<file path="config.mk">
export PLATFORM = sky130hd
export DESIGN_NAME = hash_insert_scheduler
export DESIGN_NICKNAME = d
export VERILOG_FILES = /design/src/rtl/hash_sched_pkg.sv /design/src/rtl/evict_holding_reg.sv /design/src/rtl/hash_insert_scheduler.sv
export SDC_FILE = /design/constraint.sdc
export NUM_CORES = 1
export LEC_CHECK = 0
export CORE_MARGIN = 10
export CORE_UTILIZATION = 44
export DETAILED_ROUTE_END_ITERATION = 10
export GPL_TIMING_DRIVEN = 0
export PLACE_DENSITY = 0.88
export SETUP_SLACK_MARGIN = 0.3
export SYNTH_ARGS = -nofsm -noshare
export SYNTH_HDL_FRONTEND = slang
export SYNTH_SLANG_ARGS = --single-unit
</file>
<file path="constraint.sdc">
create_clock -name clk -period 2.8 [get_ports clk]
set_input_delay 0.7 -clock clk [delete_from_list [all_inputs] [get_ports clk]]
set_output_delay 0.7 -clock clk [all_outputs]
set_load 0.01 [all_outputs]
</file>
<file path="src/rtl/hash_sched_pkg.sv">
// Shared types for the cuckoo insert scheduler: pipeline opcodes, FSM states, stats width.
package hash_sched_pkg;

  localparam int unsigned STATS_WIDTH = 16;

  typedef enum logic [1:0] {
    OpLookup = 2'd0,
    OpInsert = 2'd1,
    OpDelete = 2'd2,
    OpRsvd   = 2'd3
  } hash_op_e;

  typedef enum logic [1:0] {
    StIdle     = 2'd0,
    StChain    = 2'd1,
    StReinject = 2'd2
  } sched_state_e;

endpackage

</file>
<file path="src/rtl/evict_holding_reg.sv">
// One-entry holding buffer for an element displaced from the last table.
module evict_holding_reg #(
  parameter int unsigned KEY_WIDTH  = 2,
  parameter int unsigned DATA_WIDTH = 4
) (
  input  logic                  clk,
  input  logic                  reset,
  input  logic                  load_i,
  input  logic                  clear_i,
  input  logic [KEY_WIDTH-1:0]  key_i,
  input  logic [DATA_WIDTH-1:0] data_i,
  output logic [KEY_WIDTH-1:0]  key_o,
  output logic [DATA_WIDTH-1:0] data_o,
  output logic                  full_o
);

  logic [KEY_WIDTH-1:0]  key_q;
  logic [DATA_WIDTH-1:0] data_q;
  logic                  full_q;

  always_ff @(posedge clk or negedge reset) begin
    if (!reset) begin
      key_q  <= '0;
      data_q <= '0;
      full_q <= 1'b0;
    end else if (load_i) begin
      key_q  <= key_i;
      data_q <= data_i;
      full_q <= 1'b1;
    end else if (clear_i) begin
      full_q <= 1'b0;
    end
  end

  assign key_o  = key_q;
  assign data_o = data_q;
  assign full_o = full_q;

endmodule

</file>
<file path="src/rtl/hash_insert_scheduler.sv">
// Issue scheduler for the multi-table cuckoo pipeline: one insert kick-chain at a time.
// Optional saturating kick/fail counters are built when HASH_SCHED_STATS_EN is defined.
module hash_insert_scheduler
  import hash_sched_pkg::*;
#(
  parameter int unsigned KEY_WIDTH    = 2,
  parameter int unsigned DATA_WIDTH   = 4,
  parameter int unsigned PIPE_LATENCY = 4,
  parameter int unsigned MAX_KICKS    = 8
) (
  input  logic                   clk,
  input  logic                   reset,
  input  logic                   stall_i,
  input  logic                   req_valid_i,
  output logic                   req_ready_o,
  input  logic [1:0]             req_op_i,
  input  logic [KEY_WIDTH-1:0]   req_key_i,
  input  logic [DATA_WIDTH-1:0]  req_data_i,
  input  logic                   evict_valid_i,
  input  logic [KEY_WIDTH-1:0]   evict_key_i,
  input  logic [DATA_WIDTH-1:0]  evict_data_i,
  input  logic                   op_retire_i,
  input  logic                   op_retire_is_insert_i,
  output logic                   pipe_clk_en_o,
  output logic                   pipe_valid_o,
  output logic [1:0]             pipe_op_o,
  output logic [KEY_WIDTH-1:0]   pipe_key_o,
  output logic [DATA_WIDTH-1:0]  pipe_data_o,
  output logic                   ins_done_o,
  output logic                   ins_fail_o,
  output logic [KEY_WIDTH-1:0]   fail_key_o,
  output logic [DATA_WIDTH-1:0]  fail_data_o,
  output logic                   idle_o,
  output logic                   err_o,
  output logic [STATS_WIDTH-1:0] kick_total_o,
  output logic [STATS_WIDTH-1:0] fail_total_o
);

  localparam int unsigned InflightW = $clog2(PIPE_LATENCY + 1);
  localparam int unsigned KickW     = $clog2(MAX_KICKS + 1);
  localparam logic [KickW-1:0]     KickMax     = KickW'(MAX_KICKS);
  localparam logic [InflightW-1:0] InflightMax = '1;

  sched_state_e state_q, state_d;
  logic [KickW-1:0]     kick_cnt_q, kick_cnt_d;
  logic [InflightW-1:0] inflight_q, inflight_d;
  logic                 err_q, err_d;
  logic                 pipe_valid_q, pipe_valid_d;
  logic [1:0]           pipe_op_q, pipe_op_d;
  logic [KEY_WIDTH-1:0] pipe_key_q, pipe_key_d;
  logic [DATA_WIDTH-1:0] pipe_data_q, pipe_data_d;
  logic                 ins_done_q, ins_done_d;
  logic                 ins_fail_q, ins_fail_d;
  logic [KEY_WIDTH-1:0] fail_key_q, fail_key_d;
  logic [DATA_WIDTH-1:0] fail_data_q, fail_data_d;

  hash_op_e              req_op;
  logic                  buf_full;
  logic [KEY_WIDTH-1:0]  buf_key;
  logic [DATA_WIDTH-1:0] buf_data;
  logic req_ready, req_accept, issue_evict, issue_req, pipe_issue;
  logic chain_evict, chain_fail, chain_done, buf_load, underflow;

  assign req_op = hash_op_e'(req_op_i);

  // Only one chain may exist, so a new INSERT waits until the FSM is back in IDLE.
  assign req_ready   = !stall_i && !buf_full && !evict_valid_i &&
                       !(req_op == OpInsert && state_q != StIdle);
  assign req_accept  = req_valid_i && req_ready;
  assign issue_evict = (state_q == StReinject) && buf_full && !stall_i;
  assign issue_req   = req_accept && (req_op != OpRsvd);
  assign pipe_issue  = issue_evict || issue_req;

  assign chain_evict = (state_q == StChain) && evict_valid_i;
  assign chain_fail  = chain_evict && (kick_cnt_q == KickMax);
  assign buf_load    = chain_evict && (kick_cnt_q != KickMax);
  assign chain_done  = (state_q == StChain) && !evict_valid_i &&
                       op_retire_i && op_retire_is_insert_i;
  assign underflow   = op_retire_i && !pipe_issue && (inflight_q == '0);

  evict_holding_reg #(
    .KEY_WIDTH  (KEY_WIDTH),
    .DATA_WIDTH (DATA_WIDTH)
  ) u_evict_buf (
    .clk     (clk),
    .reset   (reset),
    .load_i  (buf_load),
    .clear_i (issue_evict),
    .key_i   (evict_key_i),
    .data_i  (evict_data_i),
    .key_o   (buf_key),
    .data_o  (buf_data),
    .full_o  (buf_full)
  );

  always_ff @(posedge clk or negedge reset) begin
    if (!reset) begin
      state_q <= StIdle;
    end else begin
      state_q <= state_d;
    end
  end

  always_comb begin
    state_d = state_q;
    unique case (state_q)
      StIdle:     if (req_accept && req_op == OpInsert) state_d = StChain;
      StChain: begin
        if (chain_fail || chain_done) state_d = StIdle;
        else if (buf_load)            state_d = StReinject;
      end
      StReinject: if (issue_evict) state_d = StChain;
      default:    state_d = StIdle;
    endcase
  end

  always_comb begin
    pipe_valid_d = pipe_issue;
    pipe_op_d    = '0;
    pipe_key_d   = '0;
    pipe_data_d  = '0;
    if (issue_evict) begin
      pipe_op_d   = OpInsert;
      pipe_key_d  = buf_key;
      pipe_data_d = buf_data;
    end else if (issue_req) begin
      pipe_op_d   = req_op_i;
      pipe_key_d  = req_key_i;
      pipe_data_d = req_data_i;
    end

    ins_done_d  = chain_done;
    ins_fail_d  = chain_fail;
    fail_key_d  = chain_fail ? evict_key_i : '0;
    fail_data_d = chain_fail ? evict_data_i : '0;

    kick_cnt_d = kick_cnt_q;
    if (chain_fail || chain_done) kick_cnt_d = '0;
    else if (buf_load)            kick_cnt_d = kick_cnt_q + 1'b1;

    inflight_d = inflight_q;
    unique case ({pipe_issue, op_retire_i})
      2'b10:   if (inflight_q != InflightMax) inflight_d = inflight_q + 1'b1;
      2'b01:   if (!underflow) inflight_d = inflight_q - 1'b1;
      default: inflight_d = inflight_q;
    endcase

    err_d = err_q || (req_accept && req_op == OpRsvd) ||
            (state_q == StIdle && evict_valid_i) || underflow;
  end

  always_ff @(posedge clk or negedge reset) begin
    if (!reset) begin
      kick_cnt_q   <= '0;
      inflight_q   <= '0;
      err_q        <= 1'b0;
      pipe_valid_q <= 1'b0;
      pipe_op_q    <= '0;
      pipe_key_q   <= '0;
      pipe_data_q  <= '0;
      ins_done_q   <= 1'b0;
      ins_fail_q   <= 1'b0;
      fail_key_q   <= '0;
      fail_data_q  <= '0;
    end else begin
      kick_cnt_q   <= kick_cnt_d;
      inflight_q   <= inflight_d;
      err_q        <= err_d;
      pipe_valid_q <= pipe_valid_d;
      pipe_op_q    <= pipe_op_d;
      pipe_key_q   <= pipe_key_d;
      pipe_data_q  <= pipe_data_d;
      ins_done_q   <= ins_done_d;
      ins_fail_q   <= ins_fail_d;
      fail_key_q   <= fail_key_d;
      fail_data_q  <= fail_data_d;
    end
  end

`ifdef HASH_SCHED_STATS_EN
  logic [STATS_WIDTH-1:0] kick_total_q, fail_total_q;

  always_ff @(posedge clk or negedge reset) begin
    if (!reset) begin
      kick_total_q <= '0;
      fail_total_q <= '0;
    end else begin
      if (buf_load && kick_total_q != '1)   kick_total_q <= kick_total_q + 1'b1;
      if (chain_fail && fail_total_q != '1) fail_total_q <= fail_total_q + 1'b1;
    end
  end

  assign kick_total_o = kick_total_q;
  assign fail_total_o = fail_total_q;
`else
  assign kick_total_o = '0;
  assign fail_total_o = '0;
`endif

  assign req_ready_o   = req_ready;
  assign pipe_clk_en_o = !stall_i;
  assign pipe_valid_o  = pipe_valid_q;
  assign pipe_op_o     = pipe_op_q;
  assign pipe_key_o    = pipe_key_q;
  assign pipe_data_o   = pipe_data_q;
  assign ins_done_o    = ins_done_q;
  assign ins_fail_o    = ins_fail_q;
  assign fail_key_o    = fail_key_q;
  assign fail_data_o   = fail_data_q;
  assign idle_o        = (state_q == StIdle) && !buf_full && (inflight_q == '0);
  assign err_o         = err_q;

endmodule

</file>
==> summary.md <==
| Metric | Value |
|---|---|
| Die outline height | `85.85 um` |
| Portion of netlist area occupied by mux cells | `0.5902%` |
| RD Place Congestion | `0.8768` |
| Most frequent standard cell in the layout excluding fill and tap cells | `sky130_fd_sc_hd__buf_4` |
| Critical Path Max Stage Delay | `0.52 ns` |
| TritonCTS clock tree | `built` |
| Transition time of the tightest slew-check pin | `0.7383 ns` |
| Total count of hold-check failures in the final report | `0` |
| Maximum clock insertion buffer count | `2` |
| # IOs | `74` |
| Total via count in the routed design | `1609` |
| Setup crit start kind | `input pin` |
| Cell depth of the worst flop-to-flop path | `9` |
| Final number of max-transition violations | `0` |
| Core Rows | `23` |
| Adder-cell area share of the yosys netlist | `2.361%` |
| Maximum number of pins on one net before global-route repair | `35` |
| Width of the die | `85.85 um` |
| Area taken by multi-input logic gates | `892.1 um2` |
| Clk Tree Root Cell | `sky130_fd_sc_hd__clkbuf_8` |
| Static Leak | `1.414 nW` |
| Largest cells by area after synthesis | `sky130_fd_sc_hd__dfrtp_1 45%, sky130_fd_sc_hd__buf_4 13%, sky130_fd_sc_hd__nand2_1 5.9%, sky130_fd_sc_hd__a22o_1 2.8%, sky130_fd_sc_hd__inv_1 2.4%` |
| TritonCTS Buffers | `5` |
| Commonest register cell after synthesis | `sky130_fd_sc_hd__dfrtp_1` |
| Total power per unit cell area | `511.3 nW/um2` |
| Combinational family with the most area after synthesis | `simple AND/OR/NAND/NOR gates` |
| R2R Path End | `inflight_q[1]` |
| Wire length per cell | `14.06 um` |
| Cell type of the slowest stage on the worst timing path | `sky130_fd_sc_hd__or4b_4` |
| Post-detailed-route count of antenna-violating nets | `0` |
| Cell-by-cell trace of the critical path | `buf_12, or4b_4, buf_6, nor2_8, or2_4, fa_2, nand2b_4, o221ai_2, o41ai_2, nand3_1` |
| Antenna diode count | `0` |
| Fill cells | `343` |
| Global-route wire length before repair | `7969 um` |
| Fraction of the yosys area taken by sequential cells | `44.59%` |
| Leading cell types in the layout, fill and taps excluded | `41 x sky130_fd_sc_hd__buf_4, 33 x sky130_fd_sc_hd__dfrtp_1, 32 x sky130_fd_sc_hd__conb_1, 32 x sky130_fd_sc_hd__clkdlybuf4s50_1, 30 x sky130_fd_sc_hd__nand2_1` |
| DRC violations left | `0` |
| Total congestion overflow after global routing | `0` |
| Die area | `7370 um2` |
| Number of buffer cells added on primary ports | `41` |
| Initial cell density of the core | `46.69%` |
| Max Cap Violations | `0` |
| Worst-path fanout max | `5` |
| Synth Warn # | `0` |
| Clock tree skew after final layout | `0.01082 ns` |
| Depth of the CTS H-tree | `2` |
| Number of nets in the layout | `311` |
| Reg clk slew, reported paths | `0.07 ns` |
| Unrepaired setup endpoints after global routing | `true` |
| Required time of the critical path | `3.03 ns` |
| Cell area after synthesis | `1908 um2` |
| Minimum clock period after layout | `2.475 ns` |
| Pre-Repair DR Iteration Count | `4` |
| Type of the most critical hold path | `in2async` |
| Setup slack, reg-to-reg | `0.38 ns` |
| Setup violations, final | `0` |
| Arrival @ worst endpoint | `2.70 ns` |
| Fraction of layout cells with a size suffix above 1 | `25.09%` |
| Fraction of synthesis flops using an asynchronous set or reset pin | `100.0%` |
| Launch point of the worst reg-to-reg path | `u_evict_buf.full_o` |
| Result of the run | `completed` |
| Placement Setup Slack | `-0.5053 ns` |
| Number of global-route vias before repair | `1632` |
| Final worst-path setup slack | `0.3252 ns` |
| Compound-gate portion of the synthesized area | `13.97%` |
| First-iteration detailed-routing DRC count | `86` |
| Layout Area Growth over Synthesis | `41.70%` |
| Post-synthesis cell type with the largest combined area | `sky130_fd_sc_hd__dfrtp_1` |
| Type of element capturing the critical path | `flop` |
| Number of different library cells in the post-synthesis netlist | `47` |
| Average instance area after synthesis | `9.493 um2` |
| Clk Latency, worst-skew pair | `0.29 ns` |
| Crit path capture | `inflight_q[1]` |
| Count of hold buffers inserted by post-cts repair | `0` |
| CP Launch Point | `evict_valid_i` |
| Final TNS setup | `0 ns` |
| Worst VDD drop | `286.3 uV` |
| Number of enable-type register cells in the synthesized netlist | `0` |
| Share of the synthesized area in the top cell type | `44.59%` |
| Detailed placement HPWL | `3568 um` |
| Placeable core region | `4086 um2` |
| Area of all sequential standard cells | `852.1 um2` |
| Avg Vias per Cell | `4.774` |
| Period utilisation layout | `88.38%` |
| Wire length after detailed routing | `4738 um` |
| Type of the worst setup path | `in2reg` |
| Fmax | `0.4041 GHz` |
| Simple-gate area share of the yosys netlist | `19.67%` |
| Normalized max-slew margin | `50.78%` |
| Overall global routing resource usage | `13.21%` |
| # clock sinks | `34` |
| Parity-gate share of the synthesized area counting xor and xnor cells | `1.377%` |
| Synth Instances | `201` |
| Number of flip-flops and latches in the synthesized netlist | `34` |
| Antenna violations before repair | `0` |
[routing by layer]
layer | routed length [um] | part of all wire (%) | up-vias | track usage [%]
met1 | 1944 | 41 | 740 | 15.02
met5 | 0 | 0 | - | 0
met2 | 2200 | 46 | 68 | 20.71
met4 | 49 | 1.0 | 0 | 3.593
li1 | - | - | 794 | -
met3 | 543 | 11 | 7 | 7.569
[metrics by stage]
| step | std cells | power (mW) | hold slack (ns) | instance area, um2 | utilization (%) |
|---|---|---|---|---|---|
| global route | 337 | 1.472 | 0.4899 | 2704 | 66.17 |
| global placement | 323 | 0.9019 | 0.4609 | 2511 | 61.45 |
| floorplan | 232 | 0.8147 | 0.4044 | 2038 | - |
| finish | 337 | 1.382 | 0.4715 | 2704 | 66.17 |
| detailed placement | 323 | 0.9073 | 0.4632 | 2506 | 61.33 |
| CTS | 332 | 1.377 | 0.4798 | 2644 | 64.70 |
[layout make-up]
cell class              count  share of cell area [%]
flip-flops and latches     34                   31.51
clock inverters             1                   1.111
inverters                  12                   1.666
well taps                  50                   2.314
multi-input cells         146                   32.99
clock buffers               6                   3.054
repair buffers             48                   16.75
plain buffers              40                   10.60
[repair_timing]
item | in CTS | in global routing
pin swaps | 5 | 7
setup buffers | 2 | 5
gates cloned | 0 | 0
gates resized for setup | 24 | 16
endpoints found under the setup margin | 5 | 3
[worst max-delay path: cells and delay by family]
kind                     cells  cell delay (ns)
adder cells (fa/ha/maj)      1             0.48
AND/OR/NAND/NOR              5             1.02
AO/OA/AOI/OAI                2             0.26
buffers and inverters        2             0.25
[report_power, final]
group	internal, mW	leakage [nW]	switching (mW)
registers	0.515	0.449	0.0264
clock network	0.284	0.0573	0.170
logic	0.191	0.908	0.195
[worst min path at each step]
stage                    startpoint                    to  slack (ns)  depth (start not counted)
4_1_cts        u_evict_buf.key_o[0]  u_evict_buf.key_o[0]        0.48                          2
2_1_floorplan                 reset                 err_o        0.40                          0
6_report                      reset         pipe_key_o[0]        0.47                          1
3_5_place_dp   u_evict_buf.key_o[0]  u_evict_buf.key_o[0]        0.46                          2
3_3_place_gp   u_evict_buf.key_o[0]  u_evict_buf.key_o[0]        0.46                          2
5_1_grt        u_evict_buf.key_o[0]  u_evict_buf.key_o[0]        0.49                          2
[cell usage after synthesis (2+ instances only)]
cell type and number:
sky130_fd_sc_hd__nand3_1 5, sky130_fd_sc_hd__o22ai_1 2, sky130_fd_sc_hd__nor2_1 11, sky130_fd_sc_hd__a21oi_1 5, sky130_fd_sc_hd__buf_4 33, sky130_fd_sc_hd__buf_2 2, sky130_fd_sc_hd__o211ai_1 2, sky130_fd_sc_hd__o31a_1 2
sky130_fd_sc_hd__nand2_1 30, sky130_fd_sc_hd__inv_1 12, sky130_fd_sc_hd__a22o_1 6, sky130_fd_sc_hd__and2_1 6, sky130_fd_sc_hd__o21ai_0 2, sky130_fd_sc_hd__a31oi_1 2, sky130_fd_sc_hd__clkbuf_1 4, sky130_fd_sc_hd__xnor2_1 2
sky130_fd_sc_hd__nor3_1 4, sky130_fd_sc_hd__o41ai_1 2, sky130_fd_sc_hd__nand3b_1 3, sky130_fd_sc_hd__ha_1 2, sky130_fd_sc_hd__nor4_1 3, sky130_fd_sc_hd__dfrtp_1 34, sky130_fd_sc_hd__o221ai_1 2, sky130_fd_sc_hd__nor2b_1 2
[flip-flops by register name, indices dropped and copies added (netlist names), 2 cells and up]
register and flops:
pipe_op_o 2, u_evict_buf.data_o 4, fail_data_o 4, fail_key_o 2, pipe_key_o 2, state_q 2, pipe_data_o 4, inflight_q 3
u_evict_buf.key_o 2, kick_cnt_q 4
[cells by family after synthesis]
logic type / after synthesis
simple gates: 72
buf+inv: 52
compound gates: 35
flops: 34
fa+ha+maj: 3
xor+xnor: 3
other cells: 1
mux: 1
Power figures use the tool's default switching activity.
